## config.mk

```make
export PLATFORM = sky130hd
export DESIGN_NAME = registros_banco_param_flat
export DESIGN_NICKNAME = d
export VERILOG_FILES = /design/src/rtl/registros_banco_param_pkg.sv /design/src/rtl/registros_banco_param_if.sv /design/src/rtl/registros_scoreboard.sv /design/src/rtl/registros_banco_param.sv /design/src/flat_wrapper.sv
export SDC_FILE = /design/constraint.sdc
export NUM_CORES = 1
export LEC_CHECK = 0
export CAP_MARGIN = 10
export CORE_ASPECT_RATIO = 0.75
export CORE_MARGIN = 8
export CORE_UTILIZATION = 47
export CTS_CLUSTER_DIAMETER = 80
export DETAILED_ROUTE_END_ITERATION = 7
export PLACE_DENSITY = 0.8
export SKIP_CTS_REPAIR_TIMING = 1
export SLEW_MARGIN = 0
export SYNTH_ARGS = -nofsm -noshare
export SYNTH_HDL_FRONTEND = slang
export SYNTH_SLANG_ARGS = --single-unit
```

## constraint.sdc

```tcl
create_clock -name i_Clk -period 3.95 [get_ports i_Clk]
set_clock_uncertainty 0.2 [all_clocks]
set_input_delay 1.185 -clock i_Clk [delete_from_list [all_inputs] [get_ports i_Clk]]
set_output_delay 1.185 -clock i_Clk [all_outputs]
set_load 0.01 [all_outputs]
```

## src/rtl/registros_banco_param_pkg.sv

```systemverilog
// Shared types and default sizing for the parametrised register bank.
// Latency: n/a (types only); backpressure: n/a.
package registros_pkg;

  typedef enum logic [1:0] {
    WR_ALU  = 2'b00,
    WR_PC   = 2'b01,
    WR_IMM  = 2'b10,
    WR_RSVD = 2'b11
  } wr_sel_t;

  typedef enum logic {
    LD_IDLE = 1'b0,
    LD_WAIT = 1'b1
  } ld_state_t;

  localparam int DEF_DATA_W       = 8;
  localparam int DEF_NUM_REGS     = 8;
  localparam int DEF_ADDR_W       = 3;
  localparam int DEF_ZERO_R0      = 1;
  localparam int DEF_LOAD_TIMEOUT = 15;

  // Timeout counter only has to reach LOAD_TIMEOUT-1.
  function automatic int cnt_width(input int timeout);
    return (timeout > 1) ? $clog2(timeout) : 1;
  endfunction

endpackage

```

## src/rtl/registros_banco_param_if.sv

```systemverilog
// Operand, write-port and load-return signal bundle between decode/memory and the register bank.
// Latency: wires only; backpressure is carried back on o_Stall.
interface registros_banco_param_if
  import registros_pkg::*;
#(
  parameter int DATA_W = DEF_DATA_W,
  parameter int ADDR_W = DEF_ADDR_W
);

  logic [ADDR_W-1:0]   i_Rd_A_Addr;
  logic [ADDR_W-1:0]   i_Rd_B_Addr;
  logic [DATA_W-1:0]   o_Operando_A;
  logic [DATA_W-1:0]   o_Operando_B;
  logic [2*DATA_W-1:0] o_Operandos;
  logic [2*DATA_W-1:0] o_Direccion_Dato;
  logic [DATA_W-1:0]   o_Direccion_Salto;

  logic                i_Wr_En;
  logic [ADDR_W-1:0]   i_Wr_Addr;
  logic [1:0]          i_Wr_Sel;
  logic [DATA_W-1:0]   i_Resultado_ALU;
  logic [DATA_W-1:0]   i_Direccion_PC;
  logic [DATA_W-1:0]   i_Inmediato;

  logic                i_Load_Req;
  logic [ADDR_W-1:0]   i_Load_Addr;
  logic                i_Datos_Valid;
  logic [DATA_W-1:0]   i_Datos_Entrada;
  logic                o_Load_Busy;
  logic                o_Stall;
  logic                o_Load_Err;

  modport slave (
    input  i_Rd_A_Addr, i_Rd_B_Addr,
    input  i_Wr_En, i_Wr_Addr, i_Wr_Sel, i_Resultado_ALU, i_Direccion_PC, i_Inmediato,
    input  i_Load_Req, i_Load_Addr, i_Datos_Valid, i_Datos_Entrada,
    output o_Operando_A, o_Operando_B, o_Operandos, o_Direccion_Dato, o_Direccion_Salto,
    output o_Load_Busy, o_Stall, o_Load_Err
  );

  modport master (
    output i_Rd_A_Addr, i_Rd_B_Addr,
    output i_Wr_En, i_Wr_Addr, i_Wr_Sel, i_Resultado_ALU, i_Direccion_PC, i_Inmediato,
    output i_Load_Req, i_Load_Addr, i_Datos_Valid, i_Datos_Entrada,
    input  o_Operando_A, o_Operando_B, o_Operandos, o_Direccion_Dato, o_Direccion_Salto,
    input  o_Load_Busy, o_Stall, o_Load_Err
  );

endinterface

```

## src/rtl/registros_scoreboard.sv

```systemverilog
// Single-outstanding-load tracker: dest latch, timeout counter, sticky error, hazard stall (REGISTROS_BYPASS_EN relaxes read stall).
// Latency: load commit is combinational on the data-valid cycle; stall is combinational and drops stalled requests.
module registros_scoreboard
  import registros_pkg::*;
#(
  parameter int ADDR_W       = DEF_ADDR_W,
  parameter int LOAD_TIMEOUT = DEF_LOAD_TIMEOUT
) (
  input  logic              clk,
  input  logic              rst,
  input  logic [ADDR_W-1:0] rd_a_addr,
  input  logic [ADDR_W-1:0] rd_b_addr,
  input  logic              wr_en,
  input  logic [ADDR_W-1:0] wr_addr,
  input  logic              load_req,
  input  logic [ADDR_W-1:0] load_addr,
  input  logic              datos_valid,
  output logic              load_busy,
  output logic              stall,
  output logic              load_err,
  output logic [ADDR_W-1:0] dest,
  output logic              ld_commit
);

  localparam int                CNT_W   = cnt_width(LOAD_TIMEOUT);
  localparam bit                TO_EN   = (LOAD_TIMEOUT != 0);
  localparam logic [CNT_W-1:0]  TO_LAST = TO_EN ? CNT_W'(LOAD_TIMEOUT - 1) : '0;

  ld_state_t         state, state_nxt;
  logic [ADDR_W-1:0] dest_nxt;
  logic [CNT_W-1:0]  cnt, cnt_nxt;
  logic              err_nxt;
  logic              rd_hit;
  logic              rd_stall;

  always_ff @(posedge clk) begin
    if (rst) begin
      state    <= LD_IDLE;
      dest     <= '0;
      cnt      <= '0;
      load_err <= 1'b0;
    end else begin
      state    <= state_nxt;
      dest     <= dest_nxt;
      cnt      <= cnt_nxt;
      load_err <= err_nxt;
    end
  end

  always_comb begin
    rd_hit = (rd_a_addr == dest) || (rd_b_addr == dest);
`ifdef REGISTROS_BYPASS_EN
    // Returning data is forwarded to the read ports, so the read need not wait.
    rd_stall = rd_hit && !datos_valid;
`else
    rd_stall = rd_hit;
`endif
    stall = (state == LD_WAIT) &&
            (rd_stall ||
             (wr_en && (wr_addr == dest)) ||
             (load_req && !datos_valid));
  end

  always_comb begin
    state_nxt = state;
    dest_nxt  = dest;
    cnt_nxt   = cnt;
    err_nxt   = load_err;
    ld_commit = 1'b0;
    case (state)
      LD_IDLE: begin
        // Data with nothing outstanding is late or spurious: flag it, never write.
        if (datos_valid) err_nxt = 1'b1;
        if (load_req) begin
          state_nxt = LD_WAIT;
          dest_nxt  = load_addr;
          cnt_nxt   = '0;
        end
      end
      LD_WAIT: begin
        if (datos_valid) begin
          ld_commit = 1'b1;
          if (load_req && !stall) begin
            dest_nxt = load_addr;
            cnt_nxt  = '0;
          end else begin
            state_nxt = LD_IDLE;
          end
        end else if (TO_EN && (cnt == TO_LAST)) begin
          state_nxt = LD_IDLE;
          err_nxt   = 1'b1;
          cnt_nxt   = '0;
        end else if (TO_EN) begin
          cnt_nxt = cnt + 1'b1;
        end
      end
      default: state_nxt = LD_IDLE;
    endcase
  end

  assign load_busy = (state == LD_WAIT);

endmodule

```

## src/rtl/registros_banco_param.sv

```systemverilog
// NUM_REGS x DATA_W register bank, two async read ports, muxed write port, one outstanding load; REGISTROS_BYPASS_EN forwards committing writes.
// Latency: reads combinational, writes visible next cycle (same cycle with bypass); o_Stall drops the request.
module registros_banco_param
  import registros_pkg::*;
#(
  parameter int DATA_W       = DEF_DATA_W,
  parameter int NUM_REGS     = DEF_NUM_REGS,
  parameter int ADDR_W       = DEF_ADDR_W,
  parameter int ZERO_R0      = DEF_ZERO_R0,
  parameter int LOAD_TIMEOUT = DEF_LOAD_TIMEOUT
) (
  input logic                    i_Clk,
  input logic                    i_Rst,
  registros_banco_param_if.slave bus
);

  localparam bit R0_HARD = (ZERO_R0 != 0);

  logic [DATA_W-1:0] regs [NUM_REGS];
  logic [DATA_W-1:0] wr_data;
  wr_sel_t           wr_sel;
  logic              wr_commit;
  logic              ld_commit;
  logic              ld_write;
  logic [ADDR_W-1:0] dest;
  logic              stall;
  logic [DATA_W-1:0] op_a;
  logic [DATA_W-1:0] op_b;

  registros_scoreboard #(
    .ADDR_W       (ADDR_W),
    .LOAD_TIMEOUT (LOAD_TIMEOUT)
  ) u_sb (
    .clk         (i_Clk),
    .rst         (i_Rst),
    .rd_a_addr   (bus.i_Rd_A_Addr),
    .rd_b_addr   (bus.i_Rd_B_Addr),
    .wr_en       (bus.i_Wr_En),
    .wr_addr     (bus.i_Wr_Addr),
    .load_req    (bus.i_Load_Req),
    .load_addr   (bus.i_Load_Addr),
    .datos_valid (bus.i_Datos_Valid),
    .load_busy   (bus.o_Load_Busy),
    .stall       (stall),
    .load_err    (bus.o_Load_Err),
    .dest        (dest),
    .ld_commit   (ld_commit)
  );

  assign wr_sel = wr_sel_t'(bus.i_Wr_Sel);

  always_comb begin
    wr_data = '0;
    case (wr_sel)
      WR_ALU:  wr_data = bus.i_Resultado_ALU;
      WR_PC:   wr_data = bus.i_Direccion_PC;
      WR_IMM:  wr_data = bus.i_Inmediato;
      default: wr_data = '0;
    endcase
  end

  // R0 suppression is folded into both commit strobes so bypass never forwards to R0.
  assign wr_commit = bus.i_Wr_En && !stall && (wr_sel != WR_RSVD) &&
                     !(R0_HARD && (bus.i_Wr_Addr == '0));
  assign ld_write  = ld_commit && !(R0_HARD && (dest == '0));

  always_ff @(posedge i_Clk) begin
    if (i_Rst) begin
      for (int i = 0; i < NUM_REGS; i++) regs[i] <= '0;
    end else begin
      if (wr_commit) regs[bus.i_Wr_Addr] <= wr_data;
      if (ld_write)  regs[dest]          <= bus.i_Datos_Entrada;
    end
  end

  function automatic logic [DATA_W-1:0] read_port(input logic [ADDR_W-1:0] idx);
    logic [DATA_W-1:0] val;
    val = regs[idx];
`ifdef REGISTROS_BYPASS_EN
    // Load return wins over a port write when both could forward.
    if (ld_write && (idx == dest))
      val = bus.i_Datos_Entrada;
    else if (wr_commit && (idx == bus.i_Wr_Addr))
      val = wr_data;
`endif
    if (R0_HARD && (idx == '0)) val = '0;
    return val;
  endfunction

  always_comb begin
    op_a = read_port(bus.i_Rd_A_Addr);
    op_b = read_port(bus.i_Rd_B_Addr);
  end

  assign bus.o_Operando_A      = op_a;
  assign bus.o_Operando_B      = op_b;
  assign bus.o_Operandos       = {op_a, op_b};
  assign bus.o_Direccion_Dato  = {op_a, op_b};
  assign bus.o_Direccion_Salto = op_a;
  assign bus.o_Stall           = stall;

endmodule

```

## src/flat_wrapper.sv

```systemverilog
// flat-port wrapper written by rule: the top's interface ports become plain ports
module registros_banco_param_flat import registros_pkg::*;
#(
  parameter int DATA_W       = DEF_DATA_W,
  parameter int NUM_REGS     = DEF_NUM_REGS,
  parameter int ADDR_W       = DEF_ADDR_W,
  parameter int ZERO_R0      = DEF_ZERO_R0,
  parameter int LOAD_TIMEOUT = DEF_LOAD_TIMEOUT
)
  (i_Clk, i_Rst, bus_i_Rd_A_Addr, bus_i_Rd_B_Addr, bus_i_Wr_En, bus_i_Wr_Addr, bus_i_Wr_Sel, bus_i_Resultado_ALU, bus_i_Direccion_PC, bus_i_Inmediato, bus_i_Load_Req, bus_i_Load_Addr, bus_i_Datos_Valid, bus_i_Datos_Entrada, bus_o_Operando_A, bus_o_Operando_B, bus_o_Operandos, bus_o_Direccion_Dato, bus_o_Direccion_Salto, bus_o_Load_Busy, bus_o_Stall, bus_o_Load_Err);
  registros_banco_param_if #(.DATA_W(DATA_W), .ADDR_W(ADDR_W)) bus_i ();
  input logic i_Clk;
  input logic i_Rst;
  input wire logic [$bits(bus_i.i_Rd_A_Addr)-1:0] bus_i_Rd_A_Addr;
  input wire logic [$bits(bus_i.i_Rd_B_Addr)-1:0] bus_i_Rd_B_Addr;
  input wire logic [$bits(bus_i.i_Wr_En)-1:0] bus_i_Wr_En;
  input wire logic [$bits(bus_i.i_Wr_Addr)-1:0] bus_i_Wr_Addr;
  input wire logic [$bits(bus_i.i_Wr_Sel)-1:0] bus_i_Wr_Sel;
  input wire logic [$bits(bus_i.i_Resultado_ALU)-1:0] bus_i_Resultado_ALU;
  input wire logic [$bits(bus_i.i_Direccion_PC)-1:0] bus_i_Direccion_PC;
  input wire logic [$bits(bus_i.i_Inmediato)-1:0] bus_i_Inmediato;
  input wire logic [$bits(bus_i.i_Load_Req)-1:0] bus_i_Load_Req;
  input wire logic [$bits(bus_i.i_Load_Addr)-1:0] bus_i_Load_Addr;
  input wire logic [$bits(bus_i.i_Datos_Valid)-1:0] bus_i_Datos_Valid;
  input wire logic [$bits(bus_i.i_Datos_Entrada)-1:0] bus_i_Datos_Entrada;
  output wire logic [$bits(bus_i.o_Operando_A)-1:0] bus_o_Operando_A;
  output wire logic [$bits(bus_i.o_Operando_B)-1:0] bus_o_Operando_B;
  output wire logic [$bits(bus_i.o_Operandos)-1:0] bus_o_Operandos;
  output wire logic [$bits(bus_i.o_Direccion_Dato)-1:0] bus_o_Direccion_Dato;
  output wire logic [$bits(bus_i.o_Direccion_Salto)-1:0] bus_o_Direccion_Salto;
  output wire logic [$bits(bus_i.o_Load_Busy)-1:0] bus_o_Load_Busy;
  output wire logic [$bits(bus_i.o_Stall)-1:0] bus_o_Stall;
  output wire logic [$bits(bus_i.o_Load_Err)-1:0] bus_o_Load_Err;
  assign bus_i.i_Rd_A_Addr = bus_i_Rd_A_Addr;
  assign bus_i.i_Rd_B_Addr = bus_i_Rd_B_Addr;
  assign bus_i.i_Wr_En = bus_i_Wr_En;
  assign bus_i.i_Wr_Addr = bus_i_Wr_Addr;
  assign bus_i.i_Wr_Sel = bus_i_Wr_Sel;
  assign bus_i.i_Resultado_ALU = bus_i_Resultado_ALU;
  assign bus_i.i_Direccion_PC = bus_i_Direccion_PC;
  assign bus_i.i_Inmediato = bus_i_Inmediato;
  assign bus_i.i_Load_Req = bus_i_Load_Req;
  assign bus_i.i_Load_Addr = bus_i_Load_Addr;
  assign bus_i.i_Datos_Valid = bus_i_Datos_Valid;
  assign bus_i.i_Datos_Entrada = bus_i_Datos_Entrada;
  assign bus_o_Operando_A = bus_i.o_Operando_A;
  assign bus_o_Operando_B = bus_i.o_Operando_B;
  assign bus_o_Operandos = bus_i.o_Operandos;
  assign bus_o_Direccion_Dato = bus_i.o_Direccion_Dato;
  assign bus_o_Direccion_Salto = bus_i.o_Direccion_Salto;
  assign bus_o_Load_Busy = bus_i.o_Load_Busy;
  assign bus_o_Stall = bus_i.o_Stall;
  assign bus_o_Load_Err = bus_i.o_Load_Err;
  registros_banco_param #(.DATA_W(DATA_W), .NUM_REGS(NUM_REGS), .ADDR_W(ADDR_W), .ZERO_R0(ZERO_R0), .LOAD_TIMEOUT(LOAD_TIMEOUT)) u_core (.i_Clk(i_Clk), .i_Rst(i_Rst), .bus(bus_i));
endmodule
```

# After elaboration in Yosys (flattened, before gate mapping)
# Memory sizes are Yosys's and may differ from the RTL's.
# Cells that the tools add are included.
dict set report word_totals {
  wordCells 83
  out_inout_bits 59
  memories 1
  input_bits 51
  ramBits 64
  register_bits 9
}
dict set report classes {
  reduce_logical 25
  addsub 1
  bitwise_logic 1
  mux 37
  n_eq_ne 14
}
# name depth width rd rd_ports_with_merged_regs wr line
set mem_list {}
lappend mem_list {u_core.regs 8 8 2 0 8 registros_banco_param.sv:19} ;# logic [DATA_W-1:0] regs [NUM_REGS];
# cell count
set op_table {}
lappend op_table {{8-bit 2-to-1 mux} 4}
lappend op_table {{8-bit one-hot mux with 3 select lines} 1}
lappend op_table {{1-bit 2-to-1 mux} 19}
lappend op_table {{4-bit 2-to-1 mux} 4}
lappend op_table {{8-bit OR reduction} 2}
lappend op_table {{3-bit 2-to-1 mux} 5}
lappend op_table {{3-bit zero test} 4}
lappend op_table {{2-bit inequality test (second input constant)} 5}
lappend op_table {{3-bit == test} 3}
lappend op_table {{1-bit logical AND} 8}
lappend op_table {{4-bit one-hot mux with 2 select lines} 1}
lappend op_table {{3-bit one-hot mux with 2 select lines} 1}
lappend op_table {{3-bit AND reduction} 2}
lappend op_table {{4-bit by 1-bit adder with 4-bit output (second input constant)} 1}
lappend op_table {{4-bit == test (second input constant)} 1}
lappend op_table {{1-bit zero test} 4}
lappend op_table {{2-bit by 1-bit inequality test with 1-bit output (second input constant)} 2}
lappend op_table {{1-bit one-hot mux with 2 select lines} 2}
lappend op_table {{1-bit logical OR} 3}
lappend op_table {{3-bit by 2-bit inequality test with 1-bit output (second input constant)} 1}
lappend op_table {{2-bit by 1-bit == test with 1-bit output (second input constant)} 1}
lappend op_table {{2-bit == test (second input constant)} 1}
lappend op_table {{2-bit zero test} 1}
lappend op_table {{2-bit AND reduction} 1}
lappend op_table {{1-bit NOT} 1}

# Depth between registers and ports, before layout
# Gate-level depths: netlist (run 1).
dict set report depth {
  ltp_word 14
  depth_mapped 8
}

# Hierarchy
# From an unflattened synthesis (run 1), not the netlist that was laid out.
dict set report unflattened {
  cells_unflattened 442
  area_unflattened_um2 4953.5
}
# module seq_area_each_um2 instances cells_each area_per_inst_um2
set by_module_without_submodules {}
lappend by_module_without_submodules {registros_banco_param 1681.6 1 374 4361.7}
lappend by_module_without_submodules {registros_scoreboard 180.2 1 68 591.8}

# Worst setup path before layout (run 1)
# Ideal clock, no wire load.
dict set report synth_timing {
  path_type {input to output}
  from {input bus_i_Rd_A_Addr[1]}
  to {output bus_o_Direccion_Salto[0]}
  setup_slack_ns -0.256
  stages 5
  path_buffers 3
  required_ns 2.565
  arrival_ns 2.821
  path_cell_list {buf_2 > buf_1 > a21oi_1 > a221oi_1 > buf_4}
}
dict set report synth_via {
  elab_chain_len 2
  elab_cells_between_ends 3
  cone_classes {1 x mux; 1 x reduce/logical; 1 x memory}
}
# element line
set synth_rtl {}
lappend synth_rtl {{from (decl)} flat_wrapper.sv:14} ;# input wire logic [$bits(bus_i.i_Rd_A_Addr)-1:0] bus_i_Rd_A_Addr;
lappend synth_rtl {{memory 8 x 8 bit or 3-bit zero test (tied branches)} n/a}
lappend synth_rtl {{8-bit 2-to-1 mux *} registros_banco_param.sv:86} ;# if (R0_HARD && (idx == '0)) val = '0;
lappend synth_rtl {{to (decl)} flat_wrapper.sv:30} ;# output wire logic [$bits(bus_i.o_Direccion_Salto)-1:0] bus_o_Direccion_Salto;
# Every way passes the cells marked *; elsewhere a longest branch is shown, timed or not.

# Worst setup path in the final report (run 1)
# Ends and elaborated chain as after synthesis.

==> metrics.yaml, run 1 <==
fmax_mhz: 251.9
post-synth-top-count-cell: "nand2_1"
numCtsBuffers: 9
grt_first_pass_wirelength_mm: 22.16
multiInputGateArea_sq_um: 2424
hold_viol: 0
crit_path_end_kind: "output pin"
num_rows: 32
netlist.area_leader.share: 0.3976
clkTransAtPathRegs_ns: 0.06
n_fill_cell: 707
ys_seq_area_frac: 0.4349
htree_levels: 3
critPathRequiredTime_ns: 2.56
synthArstFlopShare: 0
first_global_vias: 4180
powerDensity_nw_per_um2: 337.5
grt_most_used_layer: "met2"
finalSetupViolations: 1
synthesis.area_sq_um: 4833
use_met2: 0.3134
drc_errors: 0
grt_max_degree: 30
drive_above_1_share: 0.2637
diodes: 0
postRouteAntennaNets: 0
post-route-util: 0.6877
synth_edf_count: 64
viasPerCell: 5.956
worstSetupStartpointType: "input port"
cts_buffer_depth: 2
die_area_sq_um: 13820
placed_cells: 716
postSynthAreaPerCell_sq_um: 10.07
vias: 4515
synthTopCellsByCount: "75 x nand2_1, 64 x edfxtp_1, 64 x o21ai_0"
io_buffers: 109
routabilityCongestion: 0.9378
syn_inst: 480
cap_violations: 0
path_class: "input port to output pin"
root_buffer: "clkbuf_16"
die_w_um: 133.1
arrival_ns: 2.58
ys_ff_latch: 73
grtUsageMet3: 0.05019
ioPinCount: 110
fin_crit_ns: 3.970
drtIter0Drc: 574
finalCritPeriodShare: 1.005
synth_top_flop_cell: "edfxtp_1"
grt_use_met1: 0.2672
cts_tree: "done"
grt_overflow: 0
yosys_warnings: 0
hold_class: "flip-flop to flip-flop"
drv_slew: 0
synthDistinctLibCells: 50
dpl.hpwl_mm: 11.36
layoutNonFillerInstCount: 758
irDropWorstVdd_mv: 0.1902
synth.top_cells.by_area: "edfxtp_1 40%, mux4_2 7.5%, buf_4 6.7%, o21ai_0 6.6%, nand2_1 5.8%"
areaGrowthSynthToFinish_pct: 44.14
clock-sinks: 73
outcome: "finished, violations left"
antenna_found_initial: 0
critPathMaxFanout: 12
regArea_sq_um: 2102
yosys.area.top_type: "edfxtp_1"
num-nets-final: 670
die_h_um: 103.8
grt_use_total: 0.1990
coreArea_sq_um: 10130
setup_slack_ns: -0.01999
tightest_slew_ns: 0.6830
clk_latency_ns: 0.33
drtPass1Iterations: 5
initial_core_util: 0.4771
maxSlewHeadroom: 0.5446
finalWirelength_mm: 15.78
violations: "negative setup slack"
detail_route.wl_per_cell_um: 20.81
p_leak_nw: 3.302
[critical path, cell delays in order]
cell and delay [ns]:
buf_2 0.14, buf_12 0.16, buf_4 0.13, mux2i_1 0.12, nand2_1 0.07, o21ai_0 0.11
a221oi_2 0.28, buf_4 0.18, dlymetal6s2s_1 0.20
[placed cells by master, fill, tap and decap left out, drive strengths merged, types with 9 or more instances in the layout]
master / instances
inv: 16
edfxtp: 64
dlymetal6s2s: 57
nor2: 30
nor2b: 12
dfxtp: 9
nand2: 75
o21ai: 72
mux2i: 20
mux4: 16
clkdlybuf4s50: 43
xnor2: 9
clkbuf: 17
a21oi: 16
buf: 80
[worst paths after layout]
path	start	to	slack [ns]	cells after the start
setup / recovery	bus_i_Rd_A_Addr[1]	bus_o_Direccion_Salto[0]	-0.02	9
hold / removal	u_core.u_sb.cnt[3]	u_core.u_sb.cnt[3]	0.30	2
setup reg to reg	u_core.u_sb.dest[1]	u_core.regs[3][0]	1.27	7
hold reg to reg	u_core.u_sb.cnt[3]	u_core.u_sb.cnt[3]	0.30	2
[metal layers]
layer | up-vias | routed length (um)
met4 | 0 | 461
met3 | 45 | 1733
met5 | - | 0
li1 | 1982 | -
met1 | 2116 | 6396
met2 | 372 | 7184
[kinds of logic (layout without fill, tap and decap cells)]
| kind of cell | count (synthesis) | after routing | synth area share |
|---|---|---|---|
| adder cells (fa/ha/maj) | 2 | 2 | 0.005176 |
| buffers and inverters | 83 | 218 | 0.1098 |
| AO/OA/AOI/OAI | 125 | 125 | 0.1628 |
| XOR/XNOR | 9 | 9 | 0.01631 |
| AND/OR/NAND/NOR | 144 | 144 | 0.1380 |
| multiplexers | 43 | 43 | 0.1323 |
| other | 1 | 8 | 0.0007759 |
| flip-flops | 73 | 73 | 0.4349 |
[registers in the layout, summed over array words and instances (netlist names)]
register	cells
u_core.u_sb.cnt	4
u_core.u_sb.dest	3
u_core.u_sb.load_busy	1
u_core.u_sb.load_err	1
u_core.regs	64
[where the power goes]
part           switching (mW)  leakage (nW)  internal, mW
logic                   0.274          2.42         0.292
registers              0.0395         0.732         0.880
clock network           0.311         0.153         0.555
total                   0.625          3.30          1.73
[stage by stage]
stage	cell area (sq um)	hold WS, ns	setup TNS, ns	total power [mW]	setup slack (ns)
6_report	6967	0.3001	-0.01999	2.352	-0.01999
5_1_grt	6967	0.3436	-0.5203	2.428	-0.09268
4_1_cts	6450	0.2998	-37.20	2.298	-0.7294
3_5_place_dp	6131	0.2895	-37.18	1.443	-0.7341
3_3_place_gp	6131	0.2735	-34.89	1.426	-0.6819
2_1_floorplan	4917	0.2584	0	1.216	0.01207
[layout make-up]
| type | count | area share |
|---|---|---|
| clock buffer | 10 | 0.03287 |
| tap | 136 | 0.02443 |
| timing repair buffer | 187 | 0.2717 |
| sequential | 73 | 0.3017 |
| multi-input combinational | 331 | 0.3479 |
| inverter | 15 | 0.008441 |
| clock inverter | 6 | 0.01293 |
Power figures use the tool's default switching activity.
==> run 2: changes to the inputs <==
--- a/config.mk
+++ b/config.mk
@@ -5,13 +5,14 @@
 export SDC_FILE = /design/constraint.sdc
 export NUM_CORES = 1
 export LEC_CHECK = 0
+export ABC_AREA = 1
 export CAP_MARGIN = 10
 export CORE_ASPECT_RATIO = 0.75
 export CORE_MARGIN = 8
 export CORE_UTILIZATION = 47
 export CTS_CLUSTER_DIAMETER = 80
 export DETAILED_ROUTE_END_ITERATION = 7
-export PLACE_DENSITY = 0.8
+export PLACE_DENSITY = 0.79
 export SKIP_CTS_REPAIR_TIMING = 1
 export SLEW_MARGIN = 0
 export SYNTH_ARGS = -nofsm -noshare
==> run 2 against run 1 <==
Effect of this change: critical path type unchanged; power down 2.6%; critical endpoint is now bus_o_Operando_A[1]; via count up 16%; critical path depth unchanged; die area up 4.9%; combinational power up 2%; clock-buffer cell count down 1; cell count up 21%; synthesized area up 5.7%; fmax up 1.8%; first-iteration DRC count up 20%; the flow now finishes without violations; synthesized cell count up 36%; clock power down 7.6%.
==> metrics.yaml, run 2 <==
powerDensity_nw_per_um2: 330.6  # -2.1%
drtIter0Drc: 690  # +20%
layout_common_cells: "112 x o21ai_0, 91 x nand2_1, 75 x nand3_1, 64 x edfxtp_1, 60 x nor2_1"
die_h_um: 106.3  # +2.4%
clock-sinks: 73  # unchanged
postSynthAreaPerCell_sq_um: 7.821  # -22%
ys_ff_latch: 73  # unchanged
ioPinCount: 110  # unchanged
num-nets-final: 828  # +24%
arrival_ns: 2.51  # -0.07 ns
viasPerCell: 5.708  # -4.2%
grt_overflow: 0  # unchanged
power_switching_uw: 657.5  # +5.2%
yosys_warnings: 0  # unchanged
p_leak_nw: 3.349  # +1.4%
post-route-util: 0.6427  # -0.04500
hold_class: "flip-flop to flip-flop"
postRouteAntennaNets: 0  # unchanged
grt_max_degree: 31  # +3.3%
finalWirelength_mm: 17.62  # +12%
cap_violations: 0  # unchanged
crit_path_end_kind: "output pin"
grt_first_pass_wirelength_mm: 25.66  # +16%
layout_commonest_cell: "o21ai_0"
finalCritPeriodShare: 0.9869  # -0.01818
post-synth-top-count-cell: "o21ai_0"
clkTransAtPathRegs_ns: 0.06  # about the same
synth_edf_count: 64  # unchanged
p_sw_frac: 0.2871  # +0.02138
pwr-share-comb: 0.252  # +0.011
die_area_sq_um: 14490  # +4.9%
synthTopCellsByCount: "129 x o21ai_0, 92 x nand2_1, 76 x nand3_1"
synthDistinctLibCells: 37  # -26%
synthesis.area_sq_um: 5107  # +5.7%
cts_buffer_depth: 2  # unchanged
synth_top_flop_cell: "edfxtp_1"
grt_use_total: 0.2269  # +0.02793
layoutNonFillerInstCount: 920  # +21%
largestRegisters: "u_core.regs (64), u_core.u_sb.cnt (4), u_core.u_sb.dest (3)"
first_global_vias: 4795  # +15%
fin_crit_ns: 3.898  # -0.07182 ns
top_register: "u_core.regs"
timing.setup.tns_ns: 0  # +0.01999 ns
diodes: 0  # unchanged
antenna_found_initial: 0  # unchanged
routabilityCongestion: 1.009  # +7.6%
largest_register_ff_count: 64  # unchanged
die_w_um: 136.4  # +2.5%
n_fill_cell: 893  # +26%
worstSetupStartpointType: "input port"
p_int_mw: 1.633  # -5.5%
outcome: "complete, no violations"
numCtsBuffers: 9  # unchanged
detail_route.wl_per_cell_um: 19.15  # -8.0%
critPathMaxFanout: 15  # +3
coreArea_sq_um: 10780  # +6.4%
ys_seq_area_frac: 0.4116  # -0.02333
placed_cells: 896  # +25%
hold_viol: 0  # unchanged
critPathRequiredTime_ns: 2.56  # about the same
cts_tree: "done"
drc_errors: 0  # unchanged
path_class: "input port to output pin"
htree_levels: 3  # unchanged
clk_latency_ns: 0.33  # about the same
finalSetupViolations: 0  # -1
multiInputGateArea_sq_um: 2318  # -4.3%
initial_core_util: 0.4739  # -0.003215
syn_inst: 653  # +36%
areaGrowthSynthToFinish_pct: 35.62
io_buffers: 109  # unchanged
synth.top_cells.by_area: "edfxtp_1 38%, o21ai_0 13%, nand3_1 7.4%, nand2_1 6.8%, buf_4 6.0%"
maxSlewHeadroom: 0.6482  # +0.1035
seqPwrFrac: 0.398  # +0.007
drive_above_1_share: 0.1679  # -0.09572
regArea_sq_um: 2102  # unchanged
vias: 5251  # +16%
fmax_mhz: 256.5  # +1.8%
num_rows: 33  # +3.1%
clkPwrFrac: 0.350  # -0.018
dpl.hpwl_mm: 13.24  # +17%
synthArstFlopShare: 0  # unchanged
tightest_slew_ns: 0.5258  # -0.1572 ns
netlist.area_leader.share: 0.3763  # -0.02133
drv_slew: 0  # unchanged
irDropWorstVdd_mv: 0.1765  # -7.2%
drtPass1Iterations: 5  # unchanged
yosys.area.top_type: "edfxtp_1"
root_buffer: "clkbuf_16"
[run 2: power by group through the flow]
stage	sequential [mW]	combinational, mW	clock [mW]
3_3_place_gp	0.925	0.564	0
5_1_grt	0.914	0.621	0.843
3_5_place_dp	0.925	0.571	0
4_1_cts	0.909	0.572	0.810
6_report	0.911	0.578	0.801
2_1_floorplan	0.908	0.327	0
[run 2: worst paths after layout]
check,from,endpoint,slack [ns],cells after the start
worst max register to register,u_core.u_sb.dest[0],u_core.regs[4][4],1.42,13
worst min register to register,u_core.u_sb.cnt[1],u_core.u_sb.cnt[1],0.32,2
worst min-delay path,u_core.u_sb.cnt[1],u_core.u_sb.cnt[1],0.32,2
worst max-delay path,bus_i_Rd_A_Addr[0],bus_o_Operando_A[1],0.05,9
[run 2: layout make-up]
class                   count  area share
well taps                 140     0.02529
inverters                  49     0.02999
clock inverters             7     0.01012
clock buffers               9     0.03251
multi-input cells         463      0.3347
repair buffers            179      0.2639
flip-flops and latches     73      0.3035
[run 2: kinds of logic (layout without fill, tap and decap cells)]
kind of cell	count (synthesis)	count (layout)	synth area share
compound gates	196	196	0.2028
xor+xnor	6	6	0.01029
fa+ha+maj	2	2	0.004899
buf+inv	124	244	0.1482
flops	73	73	0.4116
other cells	1	8	0.0007342
simple gates	251	251	0.2215
[run 2: metal layers]
layer | GRT usage | wire length [um]
met2 | 0.3570 | 7699
met5 | 0 | 0
met1 | 0.3081 | 7698
met3 | 0.04665 | 1902
met4 | 0.06880 | 316
[run 2: critical path: stages]
cell and delay, ns:
clkbuf_2 0.14, buf_12 0.17, a21oi_1 0.14, o21ai_0 0.13, o21ai_1 0.14, o21ai_0 0.10
a31oi_1 0.19, buf_4 0.16, dlymetal6s2s_1 0.16
[run 2: per-stage QoR]
step / area [sq um] / total power [mW] / hold WS (ns) / worst slack (ns)
4_1_cts: 6669 / 2.290 / 0.3184 / -0.8347
2_1_floorplan: 5134 / 1.235 / 0.2763 / 0.1415
3_5_place_dp: 6374 / 1.496 / 0.3095 / -0.8213
5_1_grt: 6927 / 2.377 / 0.3392 / -0.006993
3_3_place_gp: 6374 / 1.489 / 0.2970 / -0.8564
6_report: 6927 / 2.290 / 0.3223 / 0.05183
==> run 3: changes to the inputs <==
==> constraint.sdc (replaced) <==
create_clock -name i_Clk -period 3.95 [get_ports i_Clk]
set_clock_uncertainty 0.2 [all_clocks]
set_input_delay 0.79 -clock i_Clk [delete_from_list [all_inputs] [get_ports i_Clk]]
set_output_delay 0.79 -clock i_Clk [all_outputs]
set_load 0.01 [all_outputs]
==> run 3 against run 2 <==
Effect of this change: register-to-register slack worse by 0.14 ns; non-clock buffer count is 46 lower; power is 2.4% lower; wire length is 4.6% lower; core utilization is 4.8 points lower; sequential power hardly changed; cell count is 5.1% lower; critical endpoint is now bus_o_Operandos[10].
==> metrics.yaml, run 3 (synthesis results as in run 2) <==
io_buffers: 109  # unchanged
die_w_um: 136.4  # unchanged
areaGrowthSynthToFinish_pct: 25.55
drtPass1Iterations: 6  # +1
grt_max_degree: 44  # +42%
crit_top_cell: "o21ai_0"
grt_use_total: 0.2225  # -0.004484
critPathRequiredTime_ns: 2.96  # +0.40 ns
drive_above_1_share: 0.09550  # -0.07245
grt_overflow: 0  # unchanged
irDropWorstVdd_mv: 0.2180  # +23%
power.total_mw: 2.235  # -2.4%
layout_commonest_cell: "o21ai_0"
initial_core_util: 0.4739  # unchanged
clkTransAtPathRegs_ns: 0.06  # about the same
hold_viol: 0  # unchanged
drc_errors: 0  # unchanged
n_fill_cell: 929  # +4.0%
viasPerCell: 5.860  # +2.7%
top_register: "u_core.regs"
crit_path_end_kind: "output pin"
grt_first_pass_wirelength_mm: 24.83  # -3.2%
num_rows: 33  # unchanged
post-route-util: 0.5950  # -0.04772
num-nets-final: 782  # -5.6%
powerDensity_nw_per_um2: 348.5  # +5.4%
coreArea_sq_um: 10780  # unchanged
cap_violations: 0  # unchanged
layout_common_cells: "127 x o21ai_0, 108 x clkdlybuf4s50_1, 92 x nand2_1, 75 x nand3_1, 64 x edfxtp_1"
clock-sinks: 73  # unchanged
p_leak_nw: 2.481  # -26%
worstPathCellList: "clkdlybuf4s50_1, buf_12, o21ai_0, o21ai_0, o21ai_0, a31oi_1, buf_4, clkdlybuf4s50_1"
outcome: "complete, no violations"
arrival_ns: 2.92  # +0.41 ns
drtIter0Drc: 529  # -23%
critical_path.max_stage_delay_ns: 0.53  # +0.34 ns
drv_slew: 0  # unchanged
worstSetupStartpointType: "input port"
numCtsBuffers: 9  # unchanged
cts_tree: "done"
hold_class: "flip-flop to flip-flop"
finalSetupViolations: 0  # unchanged
ioPinCount: 110  # unchanged
first_global_vias: 4620  # -3.6%
fmax_mhz: 255.6  # -0.37%
antenna_found_initial: 0  # unchanged
die_h_um: 106.3  # unchanged
finalWirelength_mm: 16.81  # -4.6%
critPathSlowestCell: "clkdlybuf4s50_1"
largestRegisters: "u_core.regs (64), u_core.u_sb.cnt (4), u_core.u_sb.dest (3)"
routabilityCongestion: 0.9387  # -6.9%
finalCritPeriodShare: 0.9905  # +0.003665
rsz0062_at_grt: "false"
detail_route.wl_per_cell_um: 19.26  # +0.55%
dpl.hpwl_mm: 12.93  # -2.3%
cts_buffer_depth: 2  # unchanged
fin_crit_ns: 3.913  # +0.01448 ns
diodes: 0  # unchanged
critPathMaxFanout: 26  # +11
holdWs_ns: 0.3156  # -0.006655 ns
largest_register_ff_count: 64  # unchanged
die_area_sq_um: 14490  # unchanged
postRouteAntennaNets: 0  # unchanged
clk_latency_ns: 0.33  # about the same
timing.setup.tns_ns: 0  # unchanged
maxSlewHeadroom: 0.4412  # -0.2069
tightest_slew_ns: 0.8318  # +0.3060 ns
htree_levels: 3  # unchanged
path_class: "input port to output pin"
vias: 5116  # -2.6%
root_buffer: "clkbuf_16"
-- run 3: worst max-delay path: cells and delay by family --
kind            cells  cell delay, ns
buf+inv             4            1.39
compound gates      4            0.73
-- run 3: worst paths after layout --
check,from,to,slack [ns],cells after the start
hold reg to reg,u_core.u_sb.cnt[0],u_core.u_sb.cnt[0],0.32,1
setup / recovery,bus_i_Rd_A_Addr[1],bus_o_Operandos[10],0.04,8
hold / removal,u_core.u_sb.cnt[0],u_core.u_sb.cnt[0],0.32,1
setup reg to reg,u_core.u_sb.dest[1],u_core.regs[6][7],1.28,12
-- run 3: layout make-up --
type	instances	area, sq um	share of cell area
Multi-Input combinational cell	463	2317	0.3614
Sequential cell	73	2102	0.3278
Timing Repair Buffer	133	1329	0.2072
Clock buffer	9	225.2	0.03512
Inverter	49	205.2	0.03200
Tap cell	140	175.2	0.02732
Clock inverter	6	58.81	0.009171
-- run 3: layer usage --
layer	up-vias	GRT usage	wire, um
met5	-	0	0
met4	0	0.1001	489
met3	38	0.03817	2047
met2	352	0.3349	7213
met1	2354	0.3070	7059
li1	2372	-	-
-- run 3: power breakdown --
part | switching [mW] | internal (mW)
combinational | 0.295 | 0.244
sequential | 0.0341 | 0.879
clock | 0.300 | 0.482
-- run 3: through the flow --
stage / setup slack [ns] / instances / instance area, sq um
final: 0.03735 / 873 / 6412
after detailed placement: -0.05694 / 857 / 6056
after global routing: 0.01192 / 873 / 6412
after global placement: -0.04711 / 857 / 6056
after CTS: -0.07090 / 872 / 6340
after floorplan: 0.9315 / 660 / 5134
